[config.mk]
export PLATFORM = sky130hd
export DESIGN_NAME = imem_loader
export DESIGN_NICKNAME = d
export VERILOG_FILES = /design/src/rtl/imem_loader.sv
export SDC_FILE = /design/constraint.sdc
export NUM_CORES = 1
export LEC_CHECK = 0
export BUFFER_PORTS_ARGS = -buffer_cell sky130_fd_sc_hd__buf_2
export CAP_MARGIN = 15
export CORE_MARGIN = 4
export CORE_UTILIZATION = 35
export CTS_CLUSTER_SIZE = 14
export DETAILED_ROUTE_END_ITERATION = 10
export PLACE_DENSITY_LB_ADDON = 0.3
export SYNTH_ARGS = -nofsm -noshare
export SYNTH_HDL_FRONTEND = slang
export SYNTH_SLANG_ARGS = --single-unit
[constraint.sdc]
create_clock -name clk_i -period 2.47 [get_ports clk_i]
set_clock_uncertainty 0.2 [all_clocks]
set_input_delay 0.247 -clock clk_i [delete_from_list [all_inputs] [get_ports clk_i]]
set_output_delay 0.247 -clock clk_i [all_outputs]
set_load 0.03 [all_outputs]
[src/rtl/imem_loader.sv]
// imem_loader: assembles big-endian byte pairs into 16-bit instruction words
// and writes them into a two-bank (2 x 16 words) instruction memory. An
// optional trailing checksum byte closes the session.
module imem_loader #(
   parameter bit CHECKSUM_EN = 1'b1
) (
   input  logic        clk_i,
   input  logic        rst_ni,
   input  logic        start_i,
   input  logic        abort_i,
   input  logic [7:0]  byte_in_i,
   input  logic        byte_valid_i,
   output logic        byte_ready_o,
   output logic [15:0] imem_input_o,
   output logic [3:0]  write_select_o,
   output logic        write_enable_low_o,
   output logic        write_enable_high_o,
   output logic        busy_o,
   output logic        done_o,
   output logic        error_o,
   output logic [5:0]  word_count_o
);

   typedef enum logic [2:0] {IDLE, HI, LO, WR, CHK, FIN, ERR} state_e;

   state_e      state_q, state_d;
   logic [15:0] data_q, data_d;
   logic [5:0]  cnt_q, cnt_d;
   logic [7:0]  acc_q, acc_d;
   logic        done_q, done_d;
   logic        err_q, err_d;

   logic ready, busy, accept, wr_fire;

   // Readiness is a pure function of state; abort only masks the effect.
   assign ready   = (state_q == HI) || (state_q == LO) || (state_q == CHK);
   assign busy    = ready || (state_q == WR);
   assign accept  = ready && byte_valid_i && !abort_i;
   assign wr_fire = (state_q == WR) && !abort_i;

   assign byte_ready_o        = ready;
   assign busy_o              = busy;
   assign imem_input_o        = data_q;
   assign write_select_o      = cnt_q[3:0];
   assign write_enable_low_o  = wr_fire && !cnt_q[4];
   assign write_enable_high_o = wr_fire &&  cnt_q[4];
   assign done_o              = done_q;
   assign error_o             = err_q;
   assign word_count_o        = cnt_q;

   // Next-state logic: abort while busy pre-empts every other transition.
   always_comb begin
      state_d = state_q;
      data_d  = data_q;
      cnt_d   = cnt_q;
      acc_d   = acc_q;
      done_d  = done_q;
      err_d   = err_q;
      if (busy && abort_i) begin
         state_d = IDLE;
      end else begin
         unique case (state_q)
            IDLE, FIN, ERR: begin
               if (start_i) begin
                  state_d = HI;
                  cnt_d   = 6'd0;
                  acc_d   = 8'd0;
                  done_d  = 1'b0;
                  err_d   = 1'b0;
               end
            end
            HI: begin
               if (accept) begin
                  data_d[15:8] = byte_in_i;
                  acc_d        = acc_q + byte_in_i;
                  state_d      = LO;
               end
            end
            LO: begin
               if (accept) begin
                  data_d[7:0] = byte_in_i;
                  acc_d       = acc_q + byte_in_i;
                  state_d     = WR;
               end
            end
            WR: begin
               cnt_d = cnt_q + 6'd1;
               if (cnt_q == 6'd31) begin
                  if (CHECKSUM_EN) begin
                     state_d = CHK;
                  end else begin
                     state_d = FIN;
                     done_d  = 1'b1;
                  end
               end else begin
                  state_d = HI;
               end
            end
            CHK: begin
               if (accept) begin
                  if (byte_in_i == acc_q) begin
                     state_d = FIN;
                     done_d  = 1'b1;
                  end else begin
                     state_d = ERR;
                     err_d   = 1'b1;
                  end
               end
            end
            default: state_d = IDLE;
         endcase
      end
   end

   // State and datapath registers, cleared asynchronously.
   always_ff @(posedge clk_i or negedge rst_ni) begin
      if (!rst_ni) begin
         state_q <= IDLE;
         data_q  <= 16'h0000;
         cnt_q   <= 6'd0;
         acc_q   <= 8'd0;
         done_q  <= 1'b0;
         err_q   <= 1'b0;
      end else begin
         state_q <= state_d;
         data_q  <= data_d;
         cnt_q   <= cnt_d;
         acc_q   <= acc_d;
         done_q  <= done_d;
         err_q   <= err_d;
      end
   end

endmodule

==> impl_metrics.json, run 1 <==
{
  "gp_congestion": 0.777,
  "grt_overflow": 0,
  "max-slew-margin-rel_pct": 48.2,
  "worstHoldStart": "byte_in_i[4]",
  "gr-usage-all-layers_pct": 13.4,
  "timing.final.crit_period_ns": 2.22,
  "pwr_density_cell_mw_per_mm2": 1050,
  "layout.nets": 261,
  "synth-edff-count": 0,
  "irDropWorstVdd_mv": 0.567,
  "clkSlewWorstSetupHoldPaths_ns": 0.07,
  "whs_ns": 0.0295,
  "tightest_slew_ns": 0.777,
  "layout-drive-gt1-share_pct": 31.3,
  "die_w_um": 83.1,
  "yosysSeqAreaShare_pct": 44.4,
  "rrSetupSlack_ns": 0.36,
  "finalMaxSlewViolations": 0,
  "cp.arrival_ns": 1.77,
  "r2r-end": "acc_q[6]",
  "dieArea_mm2": 0.00691,
  "r2r_cells": 7,
  "cts_tree": "yes",
  "syn2layout_area_growth_pct": 18.8,
  "hpwl_mm": 3.22,
  "antenna_left": 0,
  "cts_sinks": 35,
  "dr_total_vias": 1569,
  "post-cts-setup-buffers": 0,
  "fin_setup_tns_ns": 0,
  "synthTopCellsByArea": "dfrtp_1, mux2_2, ha_1",
  "grt_max_degree": 36,
  "critPathCaptureType": "output pin",
  "status": "complete, no violations",
  "ys_async_sr_fraction_pct": 100,
  "start_util_pct": 36.1,
  "required_ns": 2.02,
  "synth_cell_types": 43,
  "port_buffers": 44,
  "antenna_found_initial": 0,
  "coreArea_mm2": 0.00547,
  "via_per_inst": 5.03,
  "finalHoldViolations": 0,
  "insertion_delay_ns": 0.28,
  "pin_count": 45,
  "syn_nets": 215,
  "drv_cap": 0,
  "synth-seq-cells": 35,
  "startpoint_type": "flip-flop",
  "wire_per_inst_um": 13.9,
  "yosysTopAreaCellShare_pct": 44.4,
  "die_h_um": 83.1,
  "grt_pass1_wl_mm": 7.68,
  "grt_pass1_vias": 1565,
  "synth_area_mm2": 0.00197,
  "dr.pass1.iters": 4,
  "num_rows": 27,
  "max_freq_mhz": 450,
  "route.detailed.drc": 0,
  "netlist_instances": 193,
  "wl_mm": 4.35,
  "num_antenna_cells": 0,
  "htreeDepth": 2,
  "cts-root-buf": "clkbuf_8",
  "cts_buffers": 5,
  "crit_type": "flip-flop to output pin",
  "synthDominantAreaCellType": "dfrtp_1",
  "rsz0062_at_grt": "no",
  "synthFlopType": "dfrtp_1",
  "crit_fanout": 16,
  "period_share_pct": 89.9,
  "hold_end": "imem_input_o[12]",
  "yosys_warnings": 0,
  "r2r-start": "acc_q[0]",
  "hold_path_class": "input port to flip-flop",
  "drt_iter0_drc": 76,
  "finalSetupViolations": 0,
  "clock_path_buffers": 2,
  "p_leak_nw": 1.16,
  "hold_depth": 2,
  "avgSynthCellArea_um2": 10.2
}
## cell usage in the layout, fill, tap and decap left out, drive strengths merged, types with 2 or more instances in the layout
| master | instances |
|---|---|
| and2 | 3 |
| clkbuf | 6 |
| o21ai | 18 |
| o211ai | 2 |
| a31oi | 2 |
| and3 | 3 |
| buf | 46 |
| nor2b | 2 |
| dfrtp | 35 |
| a22o | 5 |
| nor3b | 3 |
| xnor2 | 6 |
| inv | 2 |
| a21oi | 11 |
| and2b | 2 |
| ha | 8 |
| nor2 | 9 |
| nand2b | 4 |
| nand2 | 21 |
| nand3b | 2 |
| nor3 | 2 |
| mux2 | 16 |
| a21o | 6 |
| nand3 | 7 |
| or3b | 2 |
## report_power, final
| group | leakage, nW | internal [W] | switching [W] |
|---|---|---|---|
| sequential | 0.451 | 0.000755 | 0.000128 |
| clock | 0.0412 | 0.000197 | 0.000206 |
| combinational | 0.664 | 0.000429 | 0.000749 |
## worst max-delay path, cell delays in order (launching register included)
cell and delay (ns):
dfrtp_2 0.51, and2b_2 0.32, nand2_1 0.17, nor2_1 0.17
and2_1 0.14, buf_2 0.19
## flip-flops by register name (all words and copies together), names as in the netlist
name and count:
error_o 1, state_q 3, word_count_o 6, done_o 1
acc_q 8, imem_input_o 16
## cell type report
class,count,area [um2]
clock buffers,6,72.6
clock inverters,2,12.5
fillers,550,3130
inverters,2,7.51
multi-input cells,148,1040
flip-flops and latches,35,877
well taps,72,90.1
repair buffers,47,245
## synthesized netlist by cell type (2+ instances only)
master and number:
nand3_1 7, nor2_1 9, ha_1 8, nor3_1 2, or3b_1 2, buf_4 5, nand2b_1 4, nand3b_1 2
o21ai_0 17, nor2b_1 2, xnor2_1 6, a21o_1 6, and2b_1 2, dfrtp_1 35, and2_1 3, mux2_2 16
o211ai_1 2, buf_2 3, a21oi_1 10, inv_1 2, nor3b_1 2, nand2_1 21, and3_1 3, a22o_1 5
## repair_timing
item                       4_1_cts  5_1_grt
gates resized for setup          0        2
setup endpoints to repair        0        2
hold buffers                     1        0
hold endpoints to repair        35        0
## worst max-delay path by stage
stage,endpoint,slack (ns),start,cells past startpoint
floorplan,busy_o,0.31,state_q[1],5
global placement,acc_q[6],0.35,byte_in_i[0],8
detailed placement,acc_q[6],0.34,byte_in_i[0],8
CTS,write_enable_high_o,0.1,state_q[2],5
global route,write_enable_high_o,0.13,state_q[2],5
finish,write_enable_high_o,0.25,state_q[2],5
## through the flow
| step | total power [W] | instance area [um2] | setup slack [ns] | cells | util [%] |
|---|---|---|---|---|---|
| floorplan | 0.00177 | 1970 | 0.307 | 193 | - |
| global placement | 0.00206 | 2250 | 0.352 | 303 | 41.1 |
| detailed placement | 0.00208 | 2250 | 0.343 | 303 | 41.1 |
| CTS | 0.00250 | 2340 | 0.0969 | 312 | 42.8 |
| global route | 0.00265 | 2340 | 0.128 | 312 | 42.8 |
| finish | 0.00246 | 2340 | 0.249 | 312 | 42.8 |
## routing by layer
layer | up-vias | wire length [um] | track usage [%]
li1 | 786 | - | -
met1 | 742 | 1950 | 17.2
met2 | 34 | 2130 | 22.4
met3 | 7 | 222 | 3.77
met4 | 0 | 43 | 3.12
met5 | - | 0 | 0
## cell families after synthesis
kind of cell,Yosys count,synth area share (%)
AO/OA/AOI/OAI,51,16.8
XOR/XNOR,7,3.11
adder cells (fa/ha/maj),9,6.08
buffers and inverters,10,3.04
flip-flops,35,44.4
multiplexers,17,9.63
AND/OR/NAND/NOR,64,17.0
Power figures use the tool's default switching activity.
==> run 2, diff against run 1 <==
Settings changed: ABC_AREA set to 1.
==> run 2 against run 1 <==
Effect of this change:
- core utilization is 0.54 points higher
- register-to-register slack gained 0.20 ns
- flip-flop and latch count is the same
- via count grew 19%
- worst hold slack better by 0.0061 ns
- combinational power increased by 28%
- routed wire length grew 8.1%
- power is 16% higher
- count of clock-buffer cells in the layout is the same
- highest routed layer unchanged
==> impl_metrics.json, run 2 <==
{
  "status": "complete, no violations",
  "die_h_um": 85.2,
  "finalHoldViolations": 0,
  "avgSynthCellArea_um2": 7.41,
  "coreArea_mm2": 0.00564,
  "port_buffers": 44,
  "dieArea_mm2": 0.00727,
  "layout_common_cells": "nand2_1, buf_2, dfrtp_1",
  "clkSlewWorstSetupHoldPaths_ns": 0.08,
  "dr.pass1.iters": 4,
  "p_seq_share_pct": 32.1,
  "combPwrFrac_pct": 52.9,
  "antenna_left": 0,
  "crit_type": "flip-flop to output pin",
  "route.detailed.drc": 0,
  "fin_setup_tns_ns": 0,
  "antenna_found_initial": 0,
  "die_w_um": 85.2,
  "cts_buffers": 5,
  "cp.arrival_ns": 1.67,
  "num_antenna_cells": 0,
  "cts_sinks": 35,
  "layout-drive-gt1-share_pct": 21.4,
  "power.switching_w": 0.00138,
  "whs_ns": 0.0356,
  "tightest_slew_ns": 0.806,
  "yosysSeqAreaShare_pct": 41.9,
  "netlist_instances": 282,
  "grt_max_degree": 36,
  "synth-edff-count": 0,
  "finalMaxSlewViolations": 0,
  "dr_total_vias": 1863,
  "irDropWorstVdd_mv": 0.624,
  "num_rows": 27,
  "via_per_inst": 4.67,
  "crit_fanout": 9,
  "cts-root-buf": "clkbuf_8",
  "hpwl_mm": 3.48,
  "drv_cap": 0,
  "switching_share_pct": 48.3,
  "max_freq_mhz": 472,
  "gp_congestion": 0.883,
  "synth_commonest_cells": "nand2_1, dfrtp_1, inv_1",
  "synth_cell_types": 25,
  "required_ns": 2.02,
  "startpoint_type": "flip-flop",
  "max-slew-margin-rel_pct": 46.2,
  "mostFrequentLayoutCell": "nand2_1",
  "synth-seq-cells": 35,
  "finalSetupViolations": 0,
  "layout.nets": 349,
  "pwr_density_cell_mw_per_mm2": 1160,
  "ys_async_sr_fraction_pct": 100,
  "nFillCells": 586,
  "wire_per_inst_um": 11.8,
  "p_leak_nw": 1.47,
  "synthDominantAreaCellType": "dfrtp_1",
  "syn_nets": 304,
  "clock_path_buffers": 2,
  "p_int_w": 0.00147,
  "period_share_pct": 85.8,
  "syn2layout_area_growth_pct": 17.2,
  "yosysTopAreaCellShare_pct": 41.9,
  "wl_mm": 4.70,
  "grt_pass1_vias": 1825,
  "power.share.clock_pct": 15.0,
  "synth_area_mm2": 0.00209,
  "start_util_pct": 37.0,
  "drt_iter0_drc": 79,
  "timing.final.crit_period_ns": 2.12,
  "synthFlopType": "dfrtp_1",
  "critPathCaptureType": "output pin",
  "grt_overflow": 0,
  "htreeDepth": 2,
  "grt_pass1_wl_mm": 8.16,
  "synthTopCellsByArea": "dfrtp_1, nand2_1, nand3_1",
  "pin_count": 45,
  "cts_resized": 0,
  "insertion_delay_ns": 0.29,
  "yosys_warnings": 0,
  "yosys.cell_count.top_type": "nand2_1",
  "largest_reg_flops": 16,
  "rsz0062_at_grt": "no",
  "gr-usage-all-layers_pct": 13.8,
  "hold_path_class": "input port to flip-flop",
  "cts_tree": "yes"
}
-- run 2: cell types whose count changed after synthesis, sizes merged, moves of 7 or more --
cell / delta
a21oi: -7
nand2: +85
inv: +35
nand3: +26
mux2: -16
nor2: +9
-- run 2: critical path, cell delays in order, from the launching register on --
cell     delay [ns]
dfrtp_1        0.44
inv_2          0.14
nand3_2        0.20
nor2_1         0.24
inv_1          0.09
nor2_1         0.08
buf_2          0.20
-- run 2: cells by family (layout without fill, tap and decap cells) --
| logic type | Yosys count | count (layout) | share of synthesized area [%] |
|---|---|---|---|
| adder cells (fa/ha/maj) | 9 | 9 | 5.75 |
| AO/OA/AOI/OAI | 26 | 26 | 6.47 |
| XOR/XNOR | 3 | 3 | 1.26 |
| flip-flops | 35 | 35 | 41.9 |
| buffers and inverters | 45 | 90 | 9.35 |
| AND/OR/NAND/NOR | 164 | 164 | 35.2 |
-- run 2: per-stage QoR --
step           instance area, um2  util [%]  instances  setup slack [ns]  total power, W
6_report                     2450      43.4        399             0.352         0.00285
5_1_grt                      2450      43.4        399             0.167         0.00311
4_1_cts                      2450      43.4        399             0.344         0.00288
2_1_floorplan                2090         -        282             0.670         0.00209
3_5_place_dp                 2350      41.7        391             0.582         0.00244
3_3_place_gp                 2350      41.7        391             0.607         0.00242
-- run 2: final timing paths --
| path | startpoint | to | slack [ns] | cells after the start |
|---|---|---|---|---|
| max reg2reg | acc_q[0] | acc_q[4] | 0.56 | 7 |
| min in group asynchronous | rst_ni | acc_q[5] | 0.38 | 2 |
| min | byte_in_i[6] | imem_input_o[6] | 0.04 | 3 |
| min reg2reg | acc_q[5] | acc_q[5] | 0.28 | 2 |
| max in group asynchronous | rst_ni | imem_input_o[8] | 1.17 | 2 |
| max | state_q[2] | write_enable_high_o | 0.35 | 6 |
-- run 2: layout make-up --
type | instances | area, um2 | share of cell area [%]
Timing Repair Buffer | 46 | 238 | 9.71
Multi-Input combinational cell | 202 | 1020 | 41.6
Inverter | 37 | 139 | 5.67
Tap cell | 72 | 90.1 | 3.68
Clock buffer | 6 | 82.6 | 3.37
Sequential cell | 35 | 876 | 35.8
Clock inverter | 1 | 5.00 | 0.204
-- run 2: repair_timing --
action / CTS / global route
buffers inserted: 0 / 0
hold buffers: 1 / 0
hold endpoints to repair: 35 / 0
-- run 2: routing by layer --
layer | part of all wire, % | vias up | global-route usage, %
li1 | - | 974 | -
met4 | 1.6 | 0 | 5.61
met3 | 4.5 | 5 | 3.01
met5 | 0 | - | 0
met1 | 49 | 846 | 18.1
met2 | 45 | 38 | 22.1
-- run 2: power by group through the flow --
stage	Clock, W	Combinational (W)	Sequential [W]
floorplan	0	0.000932	0.00116
global placement	0	0.00150	0.000914
detailed placement	0	0.00152	0.000919
CTS	0.000438	0.00152	0.000913
global route	0.000463	0.00170	0.000946
finish	0.000427	0.00151	0.000914
